File: config.mk
export PLATFORM = sky130hd
export DESIGN_NAME = sram_stream_engine_flat
export DESIGN_NICKNAME = d
export VERILOG_FILES = /design/src/rtl/sram_stream_engine_if.sv /design/src/rtl/sram_stream_engine.sv /design/src/flat_wrapper.sv
export SDC_FILE = /design/constraint.sdc
export NUM_CORES = 1
export LEC_CHECK = 0
export BUFFER_PORTS_ARGS = -buffer_cell sky130_fd_sc_hd__clkbuf_2
export CORE_MARGIN = 3
export CORE_UTILIZATION = 48
export CTS_CLUSTER_DIAMETER = 60
export DETAILED_ROUTE_END_ITERATION = 8
export PLACE_DENSITY = 0.72
export RECOVER_POWER = 50
export SLEW_MARGIN = 20
export SYNTH_ARGS = -nofsm -noshare
export SYNTH_HDL_FRONTEND = slang
export SYNTH_SLANG_ARGS = --single-unit
File: constraint.sdc
create_clock -name clk -period 3.5 [get_ports clk]
set_input_delay 0.175 -clock clk [delete_from_list [all_inputs] [get_ports clk]]
set_output_delay 0.175 -clock clk [all_outputs]
set_load 0.05 [all_outputs]
File: src/rtl/sram_stream_engine_if.sv
// ---------------------------------------------------------------------------
// sram_stream_engine_if
// Bundles the control handshake, configuration and both SRAM ports of the
// streaming engine.
//   Control    : dut_run (start), dut_busy, dut_done, dut_word_count
//   Config     : cfg_src_base, cfg_dst_base, cfg_len, cfg_mode
//   Input SRAM : dut_sram_read_addr (out), dut_sram_read_data (in, 1-cycle latency)
//   Output SRAM: dut_sram_write_enable, dut_sram_write_addr, dut_sram_write_data
// Modports:
//   slave  - the engine's view (consumes config/read data, drives the rest)
//   master - the environment's view (controller plus both SRAMs)
// ---------------------------------------------------------------------------
interface sram_stream_engine_if #(
    parameter int DATA_W = 16,
    parameter int ADDR_W = 12
);
    logic              dut_run;
    logic [ADDR_W-1:0] cfg_src_base;
    logic [ADDR_W-1:0] cfg_dst_base;
    logic [ADDR_W-1:0] cfg_len;
    logic [1:0]        cfg_mode;
    logic              dut_busy;
    logic              dut_done;
    logic [ADDR_W-1:0] dut_sram_read_addr;
    logic [DATA_W-1:0] dut_sram_read_data;
    logic              dut_sram_write_enable;
    logic [ADDR_W-1:0] dut_sram_write_addr;
    logic [DATA_W-1:0] dut_sram_write_data;
    logic [ADDR_W-1:0] dut_word_count;

    modport slave (
        input  dut_run, cfg_src_base, cfg_dst_base, cfg_len, cfg_mode,
        input  dut_sram_read_data,
        output dut_busy, dut_done, dut_word_count,
        output dut_sram_read_addr,
        output dut_sram_write_enable, dut_sram_write_addr, dut_sram_write_data
    );

    modport master (
        output dut_run, cfg_src_base, cfg_dst_base, cfg_len, cfg_mode,
        output dut_sram_read_data,
        input  dut_busy, dut_done, dut_word_count,
        input  dut_sram_read_addr,
        input  dut_sram_write_enable, dut_sram_write_addr, dut_sram_write_data
    );
endinterface

File: src/rtl/sram_stream_engine.sv
// ---------------------------------------------------------------------------
// sram_stream_engine
// Streams cfg_len words from the input SRAM to the output SRAM, transforming
// each word (copy / invert / running sum / running unsigned max) on the way.
// Three-stage pipeline, one word per cycle: issue read, capture + transform,
// registered write.
// Ports:
//   clk   - rising-edge clock
//   reset - asynchronous, active-high reset
//   bus   - sram_stream_engine_if.slave (handshake, config, both SRAM ports)
// ---------------------------------------------------------------------------
module sram_stream_engine #(
    parameter int DATA_W = 16,
    parameter int ADDR_W = 12
) (
    input  logic                 clk,
    input  logic                 reset,
    sram_stream_engine_if.slave  bus
);

    typedef enum logic [1:0] {
        IDLE,
        READ,
        DRAIN,
        DONE
    } state_t;

    typedef enum logic [1:0] {
        MODE_COPY   = 2'd0,
        MODE_INVERT = 2'd1,
        MODE_SUM    = 2'd2,
        MODE_MAX    = 2'd3
    } mode_t;

    state_t            state_q, state_d;
    mode_t             mode_q, mode_d;
    logic [ADDR_W-1:0] dst_base_q, dst_base_d;
    logic [ADDR_W-1:0] len_q, len_d;
    logic [ADDR_W-1:0] issue_cnt_q, issue_cnt_d;
    logic              rd_pend_q, rd_pend_d;
    logic [DATA_W-1:0] acc_q, acc_d;
    logic [ADDR_W-1:0] read_addr_q, read_addr_d;
    logic              write_enable_q, write_enable_d;
    logic [ADDR_W-1:0] write_addr_q, write_addr_d;
    logic [DATA_W-1:0] write_data_q, write_data_d;
    logic [ADDR_W-1:0] word_count_q, word_count_d;
    logic              busy_q, busy_d;
    logic              done_q, done_d;
    logic [DATA_W-1:0] xform;

    // Next-state logic. The FSM owns the issue stage; the capture stage runs
    // whenever a read was issued in the previous cycle. DRAIN covers the
    // capture of the last word and DONE covers its write, so the done pulse
    // lands right after the final write and the FSM is already back in IDLE
    // on that edge, ready to accept a back-to-back start.
    always_comb begin
        state_d        = state_q;
        mode_d         = mode_q;
        dst_base_d     = dst_base_q;
        len_d          = len_q;
        issue_cnt_d    = issue_cnt_q;
        rd_pend_d      = 1'b0;
        acc_d          = acc_q;
        read_addr_d    = read_addr_q;
        write_enable_d = 1'b0;
        write_addr_d   = write_addr_q;
        write_data_d   = write_data_q;
        word_count_d   = word_count_q;
        busy_d         = busy_q;
        done_d         = 1'b0;
        xform          = bus.dut_sram_read_data;

        case (state_q)
            IDLE: begin
                if (bus.dut_run) begin
                    mode_d       = mode_t'(bus.cfg_mode);
                    dst_base_d   = bus.cfg_dst_base;
                    len_d        = bus.cfg_len;
                    read_addr_d  = bus.cfg_src_base;
                    issue_cnt_d  = '0;
                    word_count_d = '0;
                    acc_d        = '0;
                    busy_d       = 1'b1;
                    state_d      = (bus.cfg_len == '0) ? DONE : READ;
                end
            end
            READ: begin
                rd_pend_d = 1'b1;
                if (issue_cnt_q == len_q - ADDR_W'(1)) begin
                    state_d = DRAIN;
                end else begin
                    issue_cnt_d = issue_cnt_q + ADDR_W'(1);
                    read_addr_d = read_addr_q + ADDR_W'(1);
                end
            end
            DRAIN: begin
                state_d = DONE;
            end
            DONE: begin
                busy_d  = 1'b0;
                done_d  = 1'b1;
                state_d = IDLE;
            end
            default: begin
                state_d = IDLE;
            end
        endcase

        // The write index equals the number of words already written, so the
        // word counter doubles as the destination offset.
        if (rd_pend_q) begin
            case (mode_q)
                MODE_COPY:   xform = bus.dut_sram_read_data;
                MODE_INVERT: xform = ~bus.dut_sram_read_data;
                MODE_SUM:    xform = acc_q + bus.dut_sram_read_data;
                MODE_MAX:    xform = (bus.dut_sram_read_data > acc_q) ?
                                     bus.dut_sram_read_data : acc_q;
                default:     xform = bus.dut_sram_read_data;
            endcase
            if (mode_q == MODE_SUM || mode_q == MODE_MAX) begin
                acc_d = xform;
            end
            write_enable_d = 1'b1;
            write_addr_d   = dst_base_q + word_count_q;
            write_data_d   = xform;
            word_count_d   = word_count_q + ADDR_W'(1);
        end
    end

    // State and output registers; reset clears everything at once, which also
    // aborts any transfer in flight without a done pulse.
    always_ff @(posedge clk or posedge reset) begin
        if (reset) begin
            state_q        <= IDLE;
            mode_q         <= MODE_COPY;
            dst_base_q     <= '0;
            len_q          <= '0;
            issue_cnt_q    <= '0;
            rd_pend_q      <= 1'b0;
            acc_q          <= '0;
            read_addr_q    <= '0;
            write_enable_q <= 1'b0;
            write_addr_q   <= '0;
            write_data_q   <= '0;
            word_count_q   <= '0;
            busy_q         <= 1'b0;
            done_q         <= 1'b0;
        end else begin
            state_q        <= state_d;
            mode_q         <= mode_d;
            dst_base_q     <= dst_base_d;
            len_q          <= len_d;
            issue_cnt_q    <= issue_cnt_d;
            rd_pend_q      <= rd_pend_d;
            acc_q          <= acc_d;
            read_addr_q    <= read_addr_d;
            write_enable_q <= write_enable_d;
            write_addr_q   <= write_addr_d;
            write_data_q   <= write_data_d;
            word_count_q   <= word_count_d;
            busy_q         <= busy_d;
            done_q         <= done_d;
        end
    end

    assign bus.dut_busy              = busy_q;
    assign bus.dut_done              = done_q;
    assign bus.dut_sram_read_addr    = read_addr_q;
    assign bus.dut_sram_write_enable = write_enable_q;
    assign bus.dut_sram_write_addr   = write_addr_q;
    assign bus.dut_sram_write_data   = write_data_q;
    assign bus.dut_word_count        = word_count_q;

endmodule
File: src/flat_wrapper.sv
// flat-port wrapper written by rule: the top's interface ports become plain ports
module sram_stream_engine_flat 
#(
    parameter int DATA_W = 16,
    parameter int ADDR_W = 12
)
  (clk, reset, bus_dut_run, bus_cfg_src_base, bus_cfg_dst_base, bus_cfg_len, bus_cfg_mode, bus_dut_sram_read_data, bus_dut_busy, bus_dut_done, bus_dut_word_count, bus_dut_sram_read_addr, bus_dut_sram_write_enable, bus_dut_sram_write_addr, bus_dut_sram_write_data);
  sram_stream_engine_if #(.DATA_W(DATA_W), .ADDR_W(ADDR_W)) bus_i ();
  input  logic clk;
  input  logic reset;
  input wire logic [$bits(bus_i.dut_run)-1:0] bus_dut_run;
  input wire logic [$bits(bus_i.cfg_src_base)-1:0] bus_cfg_src_base;
  input wire logic [$bits(bus_i.cfg_dst_base)-1:0] bus_cfg_dst_base;
  input wire logic [$bits(bus_i.cfg_len)-1:0] bus_cfg_len;
  input wire logic [$bits(bus_i.cfg_mode)-1:0] bus_cfg_mode;
  input wire logic [$bits(bus_i.dut_sram_read_data)-1:0] bus_dut_sram_read_data;
  output wire logic [$bits(bus_i.dut_busy)-1:0] bus_dut_busy;
  output wire logic [$bits(bus_i.dut_done)-1:0] bus_dut_done;
  output wire logic [$bits(bus_i.dut_word_count)-1:0] bus_dut_word_count;
  output wire logic [$bits(bus_i.dut_sram_read_addr)-1:0] bus_dut_sram_read_addr;
  output wire logic [$bits(bus_i.dut_sram_write_enable)-1:0] bus_dut_sram_write_enable;
  output wire logic [$bits(bus_i.dut_sram_write_addr)-1:0] bus_dut_sram_write_addr;
  output wire logic [$bits(bus_i.dut_sram_write_data)-1:0] bus_dut_sram_write_data;
  assign bus_i.dut_run = bus_dut_run;
  assign bus_i.cfg_src_base = bus_cfg_src_base;
  assign bus_i.cfg_dst_base = bus_cfg_dst_base;
  assign bus_i.cfg_len = bus_cfg_len;
  assign bus_i.cfg_mode = bus_cfg_mode;
  assign bus_i.dut_sram_read_data = bus_dut_sram_read_data;
  assign bus_dut_busy = bus_i.dut_busy;
  assign bus_dut_done = bus_i.dut_done;
  assign bus_dut_word_count = bus_i.dut_word_count;
  assign bus_dut_sram_read_addr = bus_i.dut_sram_read_addr;
  assign bus_dut_sram_write_enable = bus_i.dut_sram_write_enable;
  assign bus_dut_sram_write_addr = bus_i.dut_sram_write_addr;
  assign bus_dut_sram_write_data = bus_i.dut_sram_write_data;
  sram_stream_engine #(.DATA_W(DATA_W), .ADDR_W(ADDR_W)) u_core (.clk(clk), .reset(reset), .bus(bus_i));
endmodule
# Yosys cells after proc, flatten, opt, wreduce, memory -nomap -nowiden

Cells that the tools add are included.
W data, S select, Z words.

Equality and inequality tests: 10
Bitwise logic cells: 1
Multipliers: 0
Shifts and indexed selects: 0
Div/mod/pow operators: 0
$add $sub $neg: 6
Reduce and logical (&&, ||, !) cells: 13
$lt $le $gt $ge: 1
Multiplexer cells: 23

Operators by type and width:

| cell                    | count |
|---|---|
| $mux W16                | 5 |
| $mux W12                | 6 |
| $pmux W16 S4            | 1 |
| $pmux W12 S2            | 2 |
| $add A12 B1 Y12 const B | 3 |
| $add A16 B16 Y16        | 1 |
| $gt A16 B16 Y1          | 1 |
| $not A16 Y16            | 1 |
| $add A12 B12 Y12        | 1 |
| $eq A12 B12 Y1          | 1 |
| $logic_not A12 Y1       | 1 |
| $sub A12 B1 Y12 const B | 1 |
| $eq A2 B2 Y1 const B    | 4 |
| $pmux W2 S4             | 1 |
| $reduce_and A2 Y1       | 4 |
| $reduce_bool A2 Y1      | 4 |
| $mux W2                 | 3 |
| $eq A2 B1 Y1 const B    | 2 |
| $logic_not A2 Y1        | 2 |
| $mux W1                 | 4 |
| $ne A2 B2 Y1 const B    | 2 |
| $reduce_and A3 Y1       | 1 |
| $ne A2 B1 Y1 const B    | 1 |
| $pmux W1 S2             | 1 |
| $logic_or A1 B1 Y1      | 1 |

Register bits after elaboration: 112
Logic and storage cells: 68
Bits in writable memories: 0
Memories kept: 0
Bits in latches: 0
Input bits: 57
ROM bits: 0

# Depth between registers and ports, before layout

Depth in word-level cells: 5
Depth in mapped cells: 11
Mapped depth without buffers: 10

# Worst setup path before layout

No wires, ideal clock.

Path type: flip-flop to flip-flop
Start point: register u_core.len_q[3]
End point: register u_core.read_addr_q[5] (netlist: u_core.bus.dut_sram_read_addr[5])
Stages on the path, launching flop included: 12
Required time: 3372 ps
Slack: 617 ps
Library setup time: 128 ps
Clock period less this slack: 2883 ps
Arrival time: 2756 ps
Cells stage by stage: dfrtp_1 > buf_6 > or4_1 > buf_2 > or3_4 > a21boi_2 > o21ai_2 > or4_4 > buf_6 > buf_6 > a311oi_2 > a21oi_1

Longest elaborated chain between the ends: 4

Ends and longest elaborated chain:

| element                     | RTL line                  | text |
|---|---|---|
| start: declaration          | sram_stream_engine.sv:38  | `logic [ADDR_W-1:0] len_q, len_d;` |
| start signal: assignment    | sram_stream_engine.sv:152 | `len_q <= len_d;` |
| $sub A12 B1 Y12             | sram_stream_engine.sv:89  | `if (issue_cnt_q == len_q - ADDR_W'(1)) begin` |
| $eq A12 B12 Y1              | sram_stream_engine.sv:89  |  |
| $ne A2 B2 Y1 (no line)      | -                         |  |
| $reduce_and A3 Y1 (no line) | -                         |  |
| end signal: assignment      | sram_stream_engine.sv:156 | `read_addr_q <= read_addr_d;` |
| end: declaration            | sram_stream_engine.sv:42  | `logic [ADDR_W-1:0] read_addr_q, read_addr_d;` |

Every way passes these cells.
A chain may end at the register's enable or synchronous reset.

# Final worst setup path

Start point: register u_core.len_q[3]
End point: register u_core.issue_cnt_q[6]

Longest elaborated chain between the ends: 4

Ends and longest elaborated chain:

| element                     | RTL line                  | text |
|---|---|---|
| $sub A12 B1 Y12             | sram_stream_engine.sv:89  |  |
| $eq A12 B12 Y1              | sram_stream_engine.sv:89  |  |
| $ne A2 B2 Y1 (no line)      | -                         |  |
| $reduce_and A3 Y1 (no line) | -                         |  |
| end signal: assignment      | sram_stream_engine.sv:153 | `issue_cnt_q <= issue_cnt_d;` |
| end: declaration            | sram_stream_engine.sv:39  | `logic [ADDR_W-1:0] issue_cnt_q, issue_cnt_d;` |

Every way passes these cells.

==> run_results.csv <==
group,metric,value,unit
power,intPower,4.03,mW
layout,layout.cells.non_filler,1162,
logic_synthesis,mappedNetlistArea,7730,µm²
logic_synthesis,synth_cell_types,71,
cts,cts.sinks,112,
power,pwr_density_cell,939,nW/µm²
power,switchingPower,4.15,mW
drt,viasPerCell,5.90,
power,p_leak,3.83,nW
floorplanning,die_w,133,µm
setup_path,cp-end-kind,"flip-flop",
floorplanning,die-area,17700,µm²
placed_design,post-place-ws,495,ps
setup_path,r2r_end,"u_core.issue_cnt_q[6]",
setup_path,crit_arrival,3250,ps
cts,post_cts_resized,0,
power,p_sw_frac,0.508,
timing,finalHoldViolCount,0,
power,pwr-share-clk,0.129,
drt,routedWlPerCell,17.0,µm
global_routing,track_usage,0.223,
timing,rsz0062_at_grt,"no",
cts,htreeDepth,3,
placed_design,port_buffers,111,
global_routing,gr-total-overflow,0,
placed_design,dp.final_hpwl,14.1,mm
setup_path,reg2reg_from,"u_core.len_q[3]",
timing,drv_slew,58,
power,power,8.18,mW
power,vdd_drop_max,0.596,mV
logic_synthesis,ys_async_sr_fraction,1.00,
timing,slew_headroom,-0.460,
setup_path,critPathCapture,"u_core.issue_cnt_q[6]",
cts,ctsRootBufferMaster,"clkbuf_16",
drt,route.vias.total,6854,
cts,worstSkewPairLatency,360,ps
timing,max_freq,336,MHz
logic_synthesis,synth_fp_nets,960,
placed_design,placed_cells,1145,
global_routing,grt_pass1_vias,6469,
min_path,hold_path_depth,2,
timing,finalCritPeriodShare,0.851,
global_routing,antenna_found_initial,0,
setup_path,cp_max_fo,17,
layout,filler_cell_count,1428,
timing,worstMarginPinSlew,2190,ps
timing,setup-tns-final,0,ps
setup_path,cp-startpoint,"u_core.len_q[3]",
logic_synthesis,yosysSeqAreaShare,0.363,
drt,ant_nets,0,
floorplanning,start_util,0.499,
cts,tritoncts,"built",
layout,final_cell_mix,"dfrtp_1 (112), nand2_1 (65), a21oi_1 (57), clkbuf_2 (57), clkbuf_1 (56)",
run_status,failed_checks,"max-capacitance violations, max-slew violations",
setup_path,critical_path_class,"reg -> reg",
drt,drt_wl_total,19.7,mm
timing,period_minus_slack,2980,ps
floorplanning,num_rows,45,
timing,skew,6.65,ps
cts,clk_path_buf_depth,2,
drt,dr.pass1.iters,5,
run_status,status,"finished with violations",
cts,cts-buffers-inserted,9,
drt,drc,0,
logic_synthesis,ys_warn_count,0,
floorplanning,design.portCount,112,
placed_design,gp_congestion,0.914,
setup_path,crit_required,3770,ps
logic_synthesis,syn_avg_cell_area,9.08,µm²
layout,layout.cells.most_common,"dfrtp_1",
layout,final_nets,1055,
global_routing,grt_first_pass_wirelength,32.5,mm
layout,drive_above_1_share,0.139,
placed_design,placed_cell_area,8480,µm²
timing,hold_ws,47.2,ps
timing,finalWorstSetupSlack,521,ps
drt,drt_iter0_drc,416,
setup_path,r2r_slack,520,ps
min_path,hp-start,"bus_cfg_dst_base[7]",
setup_path,cp-start-kind,"flip-flop",
logic_synthesis,syn_inst,851,
setup_path,reg2reg_depth,7,
layout,diodes,0,
timing,final-setup-viol-count,0,
floorplanning,core,15500,µm²
logic_synthesis,synth-seq-cells,112,
min_path,hp-class,"in -> reg",
job,drv_cap,1,
global_routing,grt_max_degree,58,
layout,design_area,8720,µm²
floorplanning,fp.dieH,133,µm
power,combPwrFrac,0.583,
power,p_seq_frac,0.288,
layout,syn_to_final_growth,12.7,%
logic_synthesis,synth_edf_count,0,
layout,finalCoreUtilization,0.563,
logic_synthesis,synthFlopType,"dfrtp_1",
cts,clk_pin_slew_worst_paths,80,ps
repair_timing:
action                    4_1_cts  5_1_grt
hold buffers                    1        0
hold endpoints to repair       55        0
buffers inserted                0        0
worst min-delay path by stage:
stage,slack [ps],endpoint
after floorplan,320,u_core.acc_q[13]
after global placement,340,u_core.len_q[7]
after detailed placement,350,u_core.len_q[7]
after CTS,30,u_core.dst_base_q[7]
after global routing,40,u_core.mode_q[1]
final,50,u_core.dst_base_q[7]
Yosys cell counts, types with 21 or more instances:
cell type    n  area, µm²
xnor2_1     22        193
nand3_1     31        155
o21ai_0     49        245
mux2_2      34        383
inv_1       47        176
clkbuf_1    32        120
dfrtp_1    112       2800
nand2_1     66        248
xor2_1      22        193
ha_1        50        626
a21oi_1     57        285
nor2_1      41        154
nor3_1      21        105
worst max-delay path: stages, from the launching register on:
cell and delay [ps]:
dfrtp_1 450, or4_1 650, nor3_1 230, nor4bb_1 300, nor2_1 130, or4_4 680, o211ai_1 250, mux2i_1 220
sequential cells by signal, summed over array words and instances, names as in the netlist:
register / cells
u_core.bus.dut_sram_read_addr: 12
u_core.bus.dut_busy: 1
u_core.len_q: 12
u_core.issue_cnt_q: 12
u_core.bus.dut_sram_write_addr: 12
u_core.mode_q: 2
u_core.bus.dut_sram_write_data: 16
u_core.rd_pend_q: 1
u_core.acc_q: 16
u_core.state_q: 2
u_core.bus.dut_word_count: 12
u_core.dst_base_q: 12
u_core.bus.dut_done: 1
u_core.bus.dut_sram_write_enable: 1
power groups by stage:
stage / logic (mW) / registers, mW / clock network [mW]
2_1_floorplan: 2.89 / 3.12 / 0
3_3_place_gp: 4.73 / 2.36 / 0
3_5_place_dp: 4.80 / 2.38 / 0
4_1_cts: 4.83 / 2.36 / 1.09
5_1_grt: 5.23 / 2.45 / 1.13
6_report: 4.77 / 2.36 / 1.05
cell families after synthesis:
| group | Yosys count | share of synthesized area |
|---|---|---|
| AOI/OAI and AO/OA | 242 | 0.209 |
| and+or+nand+nor | 264 | 0.180 |
| buffers and inverters | 92 | 0.0482 |
| DFF | 112 | 0.363 |
| muxes | 45 | 0.0638 |
| xor gates and xnor gates | 44 | 0.0498 |
| adders and majority gates | 52 | 0.0861 |
routing by layer:
| layer | part of all wire | routed length, µm | global-route usage |
|---|---|---|---|
| met4 | 0.016 | 318 | 0.0670 |
| met2 | 0.47 | 9320 | 0.362 |
| met5 | 0 | 0 | 0 |
| met3 | 0.059 | 1160 | 0.0380 |
| met1 | 0.45 | 8910 | 0.307 |
area by class of cell:
type | count | area, µm² | area share
clock buffer | 10 | 229 | 0.0263
tap | 211 | 264 | 0.0303
clock inverter | 6 | 67.6 | 0.00775
timing repair buffer | 128 | 614 | 0.0705
multi-input combinational | 647 | 4560 | 0.523
inverter | 48 | 180 | 0.0207
sequential | 112 | 2800 | 0.322
Power figures use the tool's default switching activity.
